<file path="src/rtl/mini_cpu_pkg.sv">
// Shared definitions for the mini CPU multiplier path.
// MUL_RADIX4_EN selects radix-4 Booth recoding (16 iterations) instead of radix-2 (32 iterations).
package mini_cpu_pkg;

    typedef enum logic [1:0] {
        ST_IDLE = 2'd0,
        ST_CALC = 2'd1,
        ST_DONE = 2'd2
    } mul_state_e;

    localparam logic [4:0]  ALU_OP_MUL = 5'b01010;

    localparam int unsigned ITER_R2 = 32;
    localparam int unsigned ITER_R4 = 16;
    localparam int unsigned CNT_W   = 6;

`ifdef MUL_RADIX4_EN
    localparam int unsigned ITER_N   = ITER_R4;
    localparam int unsigned ACC_EXT  = 2;
    localparam int unsigned RECODE_W = 3;
    localparam int unsigned SHIFT_N  = 2;
`else
    localparam int unsigned ITER_N   = ITER_R2;
    localparam int unsigned ACC_EXT  = 1;
    localparam int unsigned RECODE_W = 2;
    localparam int unsigned SHIFT_N  = 1;
`endif

endpackage

</file>
<file path="src/rtl/booth_step.sv">
// One Booth recode step: picks 0, +-M (or +-2M in radix-4) and adds it to the accumulator.
// MUL_RADIX4_EN selects the radix-4 digit table.
module booth_step
    import mini_cpu_pkg::*;
#(
    parameter int unsigned WIDTH = 32,
    parameter int unsigned AW    = WIDTH + ACC_EXT
) (
    input  logic [AW-1:0]       acc,
    input  logic [RECODE_W-1:0] recode,
    input  logic [WIDTH-1:0]    mcand,
    output logic [AW-1:0]       acc_next_c
);

    logic [AW-1:0] m_ext;

    assign m_ext = {{(AW-WIDTH){mcand[WIDTH-1]}}, mcand};

`ifdef MUL_RADIX4_EN
    logic [AW-1:0] m_dbl;
    assign m_dbl = m_ext << 1;

    // Radix-4 digit selection over {-2,-1,0,+1,+2}
    always_comb begin
        acc_next_c = acc;
        case (recode)
            3'b001, 3'b010: acc_next_c = acc + m_ext;
            3'b011:         acc_next_c = acc + m_dbl;
            3'b100:         acc_next_c = acc - m_dbl;
            3'b101, 3'b110: acc_next_c = acc - m_ext;
            default:        acc_next_c = acc;
        endcase
    end
`else
    // Radix-2 digit selection over {-1,0,+1}
    always_comb begin
        acc_next_c = acc;
        case (recode)
            2'b01:   acc_next_c = acc + m_ext;
            2'b10:   acc_next_c = acc - m_ext;
            default: acc_next_c = acc;
        endcase
    end
`endif

endmodule

</file>
<file path="src/rtl/booth_mul_seq.sv">
// Sequential signed Booth multiplier: IDLE -> CALC (N iterations) -> DONE -> IDLE.
// MUL_RADIX4_EN selects radix-4 (17-edge latency) instead of radix-2 (33-edge latency).
module booth_mul_seq
    import mini_cpu_pkg::*;
#(
    parameter int unsigned WIDTH = 32
) (
    input  logic             Clock,
    input  logic             clear,
    input  logic             start,
    input  logic [WIDTH-1:0] multiplicand,
    input  logic [WIDTH-1:0] multiplier,
    output logic             busy,
    output logic             done,
    output logic [WIDTH-1:0] z_high,
    output logic [WIDTH-1:0] z_low
);

    localparam int unsigned AW = WIDTH + ACC_EXT;
    localparam int unsigned CW = AW + WIDTH + 1;

    mul_state_e state_q, state_d;

    logic [AW-1:0]       acc_q;
    logic [WIDTH-1:0]    q_q;
    logic                qm1_q;
    logic [WIDTH-1:0]    mcand_q;
    logic [CNT_W-1:0]    cnt_q;

    logic [RECODE_W-1:0] recode;
    logic [AW-1:0]       acc_sum;
    logic signed [CW-1:0] comb_s;
    logic signed [CW-1:0] shifted_s;
    logic [AW-1:0]       acc_sh;
    logic [WIDTH-1:0]    q_sh;
    logic                qm1_sh;
    logic                last_iter;

`ifdef MUL_RADIX4_EN
    assign recode = {q_q[1:0], qm1_q};
`else
    assign recode = {q_q[0], qm1_q};
`endif

    booth_step #(
        .WIDTH (WIDTH),
        .AW    (AW)
    ) u_step (
        .acc        (acc_q),
        .recode     (recode),
        .mcand      (mcand_q),
        .acc_next_c (acc_sum)
    );

    // Arithmetic right shift of the combined {acc, Q, q-1} register
    assign comb_s    = {acc_sum, q_q, qm1_q};
    assign shifted_s = comb_s >>> SHIFT_N;
    assign acc_sh    = shifted_s[CW-1:WIDTH+1];
    assign q_sh      = shifted_s[WIDTH:1];
    assign qm1_sh    = shifted_s[0];

    assign last_iter = (cnt_q == CNT_W'(ITER_N - 1));

    // State register; clear overrides every transition
    always_ff @(posedge Clock) begin
        if (clear) begin
            state_q <= ST_IDLE;
        end else begin
            state_q <= state_d;
        end
    end

    // Next-state logic
    always_comb begin
        state_d = state_q;
        case (state_q)
            ST_IDLE: if (start) state_d = ST_CALC;
            ST_CALC: if (last_iter) state_d = ST_DONE;
            ST_DONE: state_d = ST_IDLE;
            default: state_d = ST_IDLE;
        endcase
    end

    // Datapath, product registers and registered handshake flags
    always_ff @(posedge Clock) begin
        if (clear) begin
            acc_q   <= '0;
            q_q     <= '0;
            qm1_q   <= 1'b0;
            mcand_q <= '0;
            cnt_q   <= '0;
            z_high  <= '0;
            z_low   <= '0;
            busy    <= 1'b0;
            done    <= 1'b0;
        end else begin
            busy <= (state_d != ST_IDLE);
            done <= (state_d == ST_DONE);
            case (state_q)
                ST_IDLE: begin
                    if (start) begin
                        mcand_q <= multiplicand;
                        q_q     <= multiplier;
                        qm1_q   <= 1'b0;
                        acc_q   <= '0;
                        cnt_q   <= '0;
                    end
                end
                ST_CALC: begin
                    acc_q <= acc_sh;
                    q_q   <= q_sh;
                    qm1_q <= qm1_sh;
                    cnt_q <= cnt_q + CNT_W'(1);
                    if (last_iter) begin
                        z_high <= acc_sh[WIDTH-1:0];
                        z_low  <= q_sh;
                    end
                end
                default: ;
            endcase
        end
    end

endmodule

</file>
<file path="config.mk">
export PLATFORM = sky130hd
export DESIGN_NAME = booth_mul_seq
export DESIGN_NICKNAME = d
export VERILOG_FILES = /design/src/rtl/mini_cpu_pkg.sv /design/src/rtl/booth_step.sv /design/src/rtl/booth_mul_seq.sv
export SDC_FILE = /design/constraint.sdc
export NUM_CORES = 1
export LEC_CHECK = 0
export CAP_MARGIN = 20
export CORE_UTILIZATION = 55
export DETAILED_ROUTE_END_ITERATION = 7
export HOLD_SLACK_MARGIN = 0.05
export PLACE_DENSITY_LB_ADDON = 0.15
export SLEW_MARGIN = 10
export SYNTH_ARGS = -nofsm -noshare
export SYNTH_HDL_FRONTEND = slang
export SYNTH_SLANG_ARGS = --single-unit
</file>
<file path="constraint.sdc">
create_clock -name Clock -period 6.5 [get_ports Clock]
set_input_delay 0.975 -clock Clock [delete_from_list [all_inputs] [get_ports Clock]]
set_output_delay 0.975 -clock Clock [all_outputs]
set_load 0.05 [all_outputs]
</file>
After elaboration in Yosys (flattened, before gate mapping)
Cells that the tools add are included.

storage, ports and cells
  register bits after elaboration = 172
  output and inout bits = 66
  logic and storage cells = 37

cells by class
  add/sub/neg operators = 3
  eq/ne operators = 6
  multiplexer cells = 12
  reductions and logical operators = 6

operators with widths
  cell                 count
  $pmux 33 s2          2
  $pmux 32 s2          1
  $add 33x33->33       1
  $mux 33              1
  $sub 33x33->33       1
  $mux 32              1
  $pmux 6 s2           1
  $add 6x1->6 const B  1
  $eq 6x5->1 const B   1
  $mux 6               1
  $reduce_and 2->1     3
  $eq 2x1->1 const B   2
  $eq 2x2->1 const B   2
  $mux 2               2
  $pmux 2 s2           1
  $reduce_bool 2->1    2
  $logic_not 2->1      1
  $ne 2x2->1 const B   1
  $pmux 1 s2           1
  $mux 1               1

Longest topological paths before layout
Gate-level depths: netlist of the first run.

  word-level depth = 4
  mapped depth = 20
  mapped depth without buffers = 19

By module
From an unflattened synthesis of the first run, not the netlist that was laid out.

second synthesis, totals
  cells, all modules = 1,150
  area total of the unflattened synthesis = 9,740.6 um^2

by module, submodules not included
  module         times used  cells each  area each (um^2)  sequential area each (um^2)
  booth_mul_seq  1           720         6,856.6           3,423.3
  booth_step     1           430         2,884.0           0.0

Worst setup path before layout of the first run
Ideal clock, no wire load.

  path type = register to register
  start = register mcand_q[5]
  end = register z_high[29]
  arrival = 3,881 ps
  data required time = 6,363 ps
  slack = 2,481 ps
  cell stages (with the launch flop) = 17
  path buffers = 1
  clock period less this slack = 4,019 ps
  path through = dfxtp_1 or4_4 nor4b_4 and2_1 a21oi_1 xnor2_1 ha_1 clkbuf_1 a21o_1 a21o_1 a21o_1 a22o_1 a31o_2 a221o_1 and4b_1 o41ai_1 a211oi_1

between the ends
  longest elaborated chain between the ends = 2

ends and longest elaborated chain
  element                                                  RTL line                            RTL
  from (decl)                                              booth_mul_seq.sv:27                 logic [WIDTH-1:0] mcand_q;
  from (signal assigned)                                   booth_mul_seq.sv:102                mcand_q <= multiplicand;
  $sub 33x33->33 / $add 33x33->33 (equally long branches)  booth_step.sv:40, booth_step.sv:39
  $pmux 33 s2 *                                            booth_step.sv:38                    case (recode)
  to (signal assigned)                                     booth_mul_seq.sv:115                z_high <= acc_sh[WIDTH-1:0];
  to (decl)                                                booth_mul_seq.sv:15                 output logic [WIDTH-1:0] z_high,

Mark *: on every way between the ends. The rest lies on a longest branch, timed or not.
A chain may end at the register's enable or synchronous reset.

Final worst setup path of the first run
Ends and elaborated chain as after synthesis.

==> impl_metrics.csv, run 1 <==
group,metric,value,unit
clock_network,root_buffer,"sky130_fd_sc_hd__clkbuf_16",
status,run_status,"completed",
clock_network,tritoncts_num_sinks,171,
finish,layout.cell_area.non_filler,11100,sq um
grt,global_route.overflow_total,0,
sta,final_min_period_over_clock_period,0.679,
sta,layout_setup_ws,2090,ps
finish,n_fill_cell,1421,
die,row_count,46,
grt,vias_in_the_first_global_route,7852,
die,dieHeight,131,um
setup_path,critical_path.reg2reg.endpoint,"z_high[29]$_SDFFE_PP0P_",
setup_path,worst-endpoint-required,6760,ps
routing,remaining_routing_drc_violations,0,
routing,routed_via_density,5.64,
finish,nets,1398,
synthesis,synth_cells,1214,
die,core_box_area,16100,sq um
sta,max_slew_margin,0.289,
grt,pin_count_of_the_biggest_net_entering_global_routing,100,
setup_path,cp_data_arrival_time,4670,ps
routing,num_vias,8592,
die,die_width,131,um
clock_network,holdBufCountCts,0,
setup_path,critPathLaunchType,"register",
clock_network,clock_path_buffers,2,
clock_network,cts-resized-gates,0,
finish,multi_input_logic_area,5230,sq um
setup_path,crit_path_start,"mcand_q[5]$_SDFFE_PP0P_",
routing,wl_per_cell,15.2,um
sta,slew_violations,0,
setup_path,worstReg2RegStart,"mcand_q[5]$_SDFFE_PP0P_",
synthesis,synth_fp_nets,1317,
setup_path,timing.critical_path.fanout_max,9,
die,i_o_pin_total,133,
grt,initial_antenna_violation_count,0,
routing,routed_wl,23200,um
setup_path,r2r_cells,17,
clock_network,cts_tree,"yes",
place,place_ws,2170,ps
grt,grt_use_total,0.279,
place,gp_routability_congestion,0.898,
pwr,max-vdd-ir-drop,0.210,mV
flow_run,maxCapViolCount,0,
place,placedInstanceArea,10500,sq um
die,die_area,17100,sq um
sta,grt_setup_unrepaired,"false",
synthesis,ys_seq_area_frac,0.375,
sta,clock-skew-final,5.70,ps
sta,finalSetupTns,0,ps
grt,grt_first_pass_wirelength,37800,um
finish,area_growth,21.5,%
synthesis,post_synth_edffs,0,
sta,period_minus_slack,4410,ps
synthesis,ys.warnings.count,0,
sta,worst_slew_pin_slew,1070,ps
place,detailedPlacementHpwl,15700,um
synthesis,postSynthRegisterBits,171,
routing,detail-route-antenna-nets,0,
sta,setup_violations,0,
finish,final_core_util,0.691,
pwr,p_leak,4.22,nW
hold_path,hp-class,"reg -> reg",
routing,length_of_the_first_detailed_routing_pass_in_iterations,5,
place,place_inst,1490,
finish,register_area,3420,sq um
finish,drive_gt1_frac,0.0505,
finish,antenna_diode_count,0,
setup_path,endpoint_kind,"register",
clock_network,clkLatencyLatePin,420,ps
setup_path,timing.setup.critical_path_class,"reg -> reg",
synthesis,most_common_flop_cell_mapped_by_yosys,"sky130_fd_sc_hd__dfxtp_1",
synthesis,ys_types,66,
synthesis,postSynth.asyncResetShare,0,
die,initial_core_utilization,0.569,
routing,drt_first_iter_violations,559,
pwr,powerDensity,242,nW/um^2
clock_network,cts_clock_pin_slew_for_the_worst_setup_and_hold_paths,70,ps
clock_network,cts_post_setup_buffers_inserted,0,
sta,finalHoldViolations,0,
synthesis,post_synth_instance_area,9130,sq um
sta,max_clock_freq,227,MHz
setup_path,timing.reg2reg.setup_slack,2090,ps
place,buffer_ports.inserted,132,
clock_network,cts_made_buffers,17,
synthesis,avgSynthCellArea,7.52,sq um
clock_network,ctsHtreeMaxLevel,4,
setup_path,setup.worst_path.end,"z_high[29]$_SDFFE_PP0P_",
finish,final-instance-count-excl-fill,1524,
==> cell usage in the layout, fill, tap and decap left out, types with 6 or more instances in the layout <==
cell type / instances
sky130_fd_sc_hd__buf_4: 10
sky130_fd_sc_hd__dfxtp_1: 171
sky130_fd_sc_hd__clkdlybuf4s50_1: 131
sky130_fd_sc_hd__nor2b_1: 7
sky130_fd_sc_hd__a22oi_1: 14
sky130_fd_sc_hd__clkbuf_16: 17
sky130_fd_sc_hd__nand2_1: 186
sky130_fd_sc_hd__and3_1: 6
sky130_fd_sc_hd__inv_1: 50
sky130_fd_sc_hd__a32oi_1: 6
sky130_fd_sc_hd__nand2b_1: 14
sky130_fd_sc_hd__or3_1: 6
sky130_fd_sc_hd__nand3_1: 18
sky130_fd_sc_hd__nand3b_1: 8
sky130_fd_sc_hd__and2_1: 6
sky130_fd_sc_hd__nor2_1: 170
sky130_fd_sc_hd__xnor2_1: 42
sky130_fd_sc_hd__ha_1: 34
sky130_fd_sc_hd__a21o_1: 15
sky130_fd_sc_hd__mux2i_1: 8
sky130_fd_sc_hd__nor3_1: 24
sky130_fd_sc_hd__xor2_1: 11
sky130_fd_sc_hd__a211oi_1: 50
sky130_fd_sc_hd__a21oi_1: 169
sky130_fd_sc_hd__o21ai_0: 30
==> cell usage after synthesis, types with 11 or more instances <==
library cell,n,area (sq um)
sky130_fd_sc_hd__nand3_1,18,90.1
sky130_fd_sc_hd__o21ai_0,30,150
sky130_fd_sc_hd__nor2_1,171,642
sky130_fd_sc_hd__inv_1,50,188
sky130_fd_sc_hd__nand2_1,187,702
sky130_fd_sc_hd__ha_1,35,438
sky130_fd_sc_hd__clkbuf_1,71,267
sky130_fd_sc_hd__xnor2_1,42,368
sky130_fd_sc_hd__dfxtp_1,171,3420
sky130_fd_sc_hd__nand2b_1,14,87.6
sky130_fd_sc_hd__buf_1,11,41.3
sky130_fd_sc_hd__nor3_1,24,120
sky130_fd_sc_hd__a211oi_1,50,375
sky130_fd_sc_hd__a21o_1,15,113
sky130_fd_sc_hd__xor2_1,11,96.3
sky130_fd_sc_hd__a21oi_1,169,846
sky130_fd_sc_hd__a22oi_1,14,105
==> how the worst min path moves through the flow <==
stage,startpoint,end,cells past startpoint
finish,q_q[4]$_SDFFE_PP0P_,z_low[3]$_SDFFE_PP0P_,2
global route,q_q[4]$_SDFFE_PP0P_,z_low[3]$_SDFFE_PP0P_,2
CTS,q_q[4]$_SDFFE_PP0P_,z_low[3]$_SDFFE_PP0P_,2
detailed placement,q_q[28]$_SDFFE_PP0P_,z_low[27]$_SDFFE_PP0P_,2
global placement,q_q[30]$_SDFFE_PP0P_,z_low[29]$_SDFFE_PP0P_,2
floorplan,q_q[1]$_SDFFE_PP0P_,z_low[0]$_SDFFE_PP0P_,2
==> cells by family (layout without fill, tap and decap cells) <==
| family | after synthesis | in the layout | synth area share |
|---|---|---|---|
| compound gates | 341 | 341 | 0.233 |
| xor+xnor | 53 | 53 | 0.0508 |
| fa+ha+maj | 36 | 36 | 0.0502 |
| buf+inv | 132 | 226 | 0.0543 |
| flops | 171 | 171 | 0.375 |
| mux | 10 | 10 | 0.0112 |
| simple gates | 471 | 471 | 0.226 |
==> power breakdown <==
group | internal, W | total, W | switching (W)
registers | 0.00109 | 0.00112 | 0.0000344
clock network | 0.000531 | 0.000963 | 0.000432
logic | 0.000249 | 0.000600 | 0.000351
total | 0.00187 | 0.00269 | 0.000817
==> worst max-delay path, cell delays in order, from the launching register on <==
cell,delay (ps)
sky130_fd_sc_hd__dfxtp_1,370
sky130_fd_sc_hd__or4_4,600
sky130_fd_sc_hd__nor4b_4,260
sky130_fd_sc_hd__and2_1,270
sky130_fd_sc_hd__nand2_1,90
sky130_fd_sc_hd__nor2_1,200
sky130_fd_sc_hd__a21oi_1,110
sky130_fd_sc_hd__xnor2_1,160
sky130_fd_sc_hd__ha_1,400
sky130_fd_sc_hd__a21o_1,270
sky130_fd_sc_hd__a21oi_1,150
sky130_fd_sc_hd__nor2b_1,60
sky130_fd_sc_hd__o21ai_0,160
sky130_fd_sc_hd__nand2b_1,80
sky130_fd_sc_hd__a221o_1,420
sky130_fd_sc_hd__and4b_1,210
sky130_fd_sc_hd__o41ai_1,320
sky130_fd_sc_hd__a211oi_1,120
==> per-stage QoR <==
| step | power [W] | hold slack, ps |
|---|---|---|
| global route | 0.00282 | 467 |
| finish | 0.00269 | 450 |
| floorplan | 0.00159 | 432 |
| CTS | 0.00270 | 454 |
| global placement | 0.00173 | 437 |
| detailed placement | 0.00174 | 443 |
==> routing by layer <==
layer	track usage	up-vias	routed length, um
met1	0.353	4031	10600
met4	0.0899	0	492
met5	0	-	0
li1	-	4339	-
met2	0.479	183	11200
met3	0.0513	39	954
==> state kept, by name (all words and copies together), names as in the netlist <==
signal / flops
z_low: 32
state_q: 2
acc_q: 32
z_high: 32
qm1_q: 1
q_q: 32
cnt_q: 6
busy: 1
mcand_q: 32
done: 1
==> layout make-up <==
cell class                      instances  share of cell area
Inverter                               50              0.0169
Clock buffer                           19              0.0390
Sequential cell                       171               0.308
Multi-Input combinational cell        911               0.471
Timing Repair Buffer                  144               0.129
Tap cell                              216              0.0244
Clock inverter                         13              0.0108
(Power assumes the default switching activity.)
==> inputs of run 2 (changes only) <==
--- a/config.mk
+++ b/config.mk
@@ -6,7 +6,7 @@
 export NUM_CORES = 1
 export LEC_CHECK = 0
 export CAP_MARGIN = 20
-export CORE_UTILIZATION = 55
+export CORE_UTILIZATION = 50
 export DETAILED_ROUTE_END_ITERATION = 7
 export HOLD_SLACK_MARGIN = 0.05
 export PLACE_DENSITY_LB_ADDON = 0.15
==> constraint.sdc (replaced) <==
create_clock -name Clock -period 3.84 [get_ports Clock]
set_input_delay 0.576 -clock Clock [delete_from_list [all_inputs] [get_ports Clock]]
set_output_delay 0.576 -clock Clock [all_outputs]
set_load 0.05 [all_outputs]
==> run 2 against run 1 <==
The run now ends with negative setup slack left. Clock power grew 71%. Critical path depth shrank 2. Clock skew up 4.6 ps. Largest power group unchanged.
==> impl_metrics.csv, run 2 (same netlist as run 1, synthesis figures left out) <==
group,metric,value,unit
status,run_status,"complete, but fails checks",
status,violated_checks,"negative setup slack",
clock_network,cts_made_buffers,17,
die,row_count,49,
clock_network,ctsHtreeMaxLevel,4,
clock_network,holdBufCountCts,0,
pwr,max-vdd-ir-drop,0.355,mV
clock_network,clock_path_buffers,2,
die,i_o_pin_total,133,
sta,clock-skew-final,10.3,ps
sta,grt_setup_unrepaired,"true",
clock_network,tritoncts_num_sinks,171,
grt,grt_first_pass_wirelength,39700,um
setup_path,timing.reg2reg.setup_slack,-100,ps
die,core_box_area,17900,sq um
clock_network,root_buffer,"sky130_fd_sc_hd__clkbuf_16",
grt,vias_in_the_first_global_route,7864,
die,dieHeight,137,um
clock_network,clkLatencyLatePin,430,ps
grt,initial_antenna_violation_count,0,
hold_path,hold_depth,2,
place,placedInstanceArea,11100,sq um
finish,final_cell_mix,"sky130_fd_sc_hd__nand2_1 (182), sky130_fd_sc_hd__dfxtp_1 (169), sky130_fd_sc_hd__nor2_1 (168)",
die,die_area,18800,sq um
routing,length_of_the_first_detailed_routing_pass_in_iterations,6,
sta,max_clock_freq,254,MHz
finish,area_growth,30.4,%
routing,routed_via_density,5.55,
hold_path,hp-class,"reg -> reg",
routing,num_vias,8947,
sta,max_slew_margin,0.338,
pwr,internal_power,0.00328,W
routing,remaining_routing_drc_violations,0,
place,buffer_ports.inserted,132,
grt,global_route.overflow_total,0,
sta,setup_violations,2,
finish,nets,1473,
pwr,powerDensity,402,nW/um^2
die,initial_core_utilization,0.510,
setup_path,worst-endpoint-required,4150,ps
finish,antenna_diode_count,0,
pwr,p_leak,4.68,nW
setup_path,critPathLaunchType,"register",
setup_path,endpoint_kind,"register",
sta,period_minus_slack,3940,ps
routing,drt_first_iter_violations,721,
setup_path,r2r_cells,15,
finish,drive_gt1_frac,0.133,
sta,layout_setup_ws,-95.4,ps
finish,mostFrequentLayoutCell,"sky130_fd_sc_hd__nand2_1",
sta,slew_violations,0,
grt,grt_use_total,0.269,
pwr,netSwitchingPower,0.00150,W
setup_path,worstReg2RegStart,"mcand_q[8]$_SDFFE_PP0P_",
die,die_width,137,um
grt,pin_count_of_the_biggest_net_entering_global_routing,61,
pwr,share_seq_of_total_power,0.396,
clock_network,cts_tree,"yes",
sta,worst_slew_pin_slew,993,ps
finish,layout.cell_area.non_filler,11900,sq um
routing,detail-route-antenna-nets,0,
setup_path,crit_path_start,"mcand_q[8]$_SDFFE_PP0P_",
place,detailedPlacementHpwl,17800,um
setup_path,timing.critical_path.fanout_max,5,
hold_path,worstHoldEndpoint,"z_low[9]$_SDFFE_PP0P_",
sta,finalSetupTns,-127,ps
sta,finalHoldViolations,0,
setup_path,critical_path.reg2reg.endpoint,"z_high[29]$_SDFFE_PP0P_",
routing,routed_wl,25400,um
clock_network,cts_clock_pin_slew_for_the_worst_setup_and_hold_paths,70,ps
routing,wl_per_cell,15.8,um
setup_path,timing.setup.critical_path_class,"reg -> reg",
flow_run,maxCapViolCount,0,
hold_path,min-delay-start,"q_q[10]$_SDFFE_PP0P_",
pwr,power.combinational.fraction,0.259,
pwr,power.share.switching,0.314,
pwr,share_clk_of_total_power,0.345,
setup_path,cp_data_arrival_time,4240,ps
place,gp_routability_congestion,0.934,
sta,final_min_period_over_clock_period,1.02,
[run 2: cell count changes in the layout (fill, tap and decap cells not counted), sizes merged]
cell / change
inv: +1
bufinv: -1
clkinv: -1
clkbuf: +1
buf: +75
[run 2: worst max-delay path by stage]
stage,endpoint
after floorplan,z_high[29]$_SDFFE_PP0P_
after global placement,z_high[31]$_SDFFE_PP0P_
after detailed placement,z_high[31]$_SDFFE_PP0P_
after CTS,z_high[31]$_SDFFE_PP0P_
after global routing,z_high[29]$_SDFFE_PP0P_
final,z_high[29]$_SDFFE_PP0P_
[run 2: layout make-up]
cell class,count,area (sq um)
fill,1614,5990
multi-input combinational,911,5450
sequential,171,3430
timing repair buffer,219,2000
clock buffer,20,457
tap,229,287
inverter,50,188
clock inverter,12,108
[run 2: per-layer routing]
layer | GRT usage | wire [um] | share of wire
met1 | 0.387 | 12000 | 0.47
met5 | 0 | 0 | 0
met2 | 0.423 | 11600 | 0.46
met3 | 0.0385 | 1470 | 0.058
met4 | 0.0611 | 312 | 0.012
[run 2: repair_timing]
action                     4_1_cts  5_1_grt
gates resized for setup          8       42
buffers inserted                 4        4
pin swaps                       12       23
gates cloned                     0        0
setup endpoints to repair       16       26
[run 2: power by group through the flow]
stage	logic (W)	registers, W	clock network, W
2_1_floorplan	0.000774	0.00192	0
3_3_place_gp	0.00113	0.00193	0
3_5_place_dp	0.00114	0.00193	0
4_1_cts	0.00117	0.00189	0.00167
5_1_grt	0.00135	0.00190	0.00174
6_report	0.00124	0.00190	0.00165
[run 2: critical path, stage by stage, from the launching register on]
cell and delay [ps]:
sky130_fd_sc_hd__dfxtp_2 320, sky130_fd_sc_hd__or4_4 560, sky130_fd_sc_hd__nor4b_4 270, sky130_fd_sc_hd__and2_4 220, sky130_fd_sc_hd__a21oi_2 60, sky130_fd_sc_hd__xnor2_1 130, sky130_fd_sc_hd__ha_1 310, sky130_fd_sc_hd__a21o_1 170
sky130_fd_sc_hd__a21o_1 180, sky130_fd_sc_hd__a21o_1 190, sky130_fd_sc_hd__a22o_1 190, sky130_fd_sc_hd__a31o_4 240, sky130_fd_sc_hd__a221o_2 420, sky130_fd_sc_hd__and4b_1 210, sky130_fd_sc_hd__o41ai_2 240, sky130_fd_sc_hd__a211oi_2 110
[run 2: per-stage QoR]
| step | hold WS [ps] | power [W] | setup slack (ps) | cells | util |
|---|---|---|---|---|---|
| 2_1_floorplan | 432 | 0.00270 | 14.9 | 1214 | - |
| 3_3_place_gp | 438 | 0.00307 | -61.7 | 1571 | 0.618 |
| 3_5_place_dp | 444 | 0.00308 | -151 | 1571 | 0.618 |
| 4_1_cts | 450 | 0.00474 | -30.2 | 1607 | 0.653 |
| 5_1_grt | 461 | 0.00500 | -220 | 1612 | 0.665 |
| 6_report | 449 | 0.00478 | -95.4 | 1612 | 0.665 |
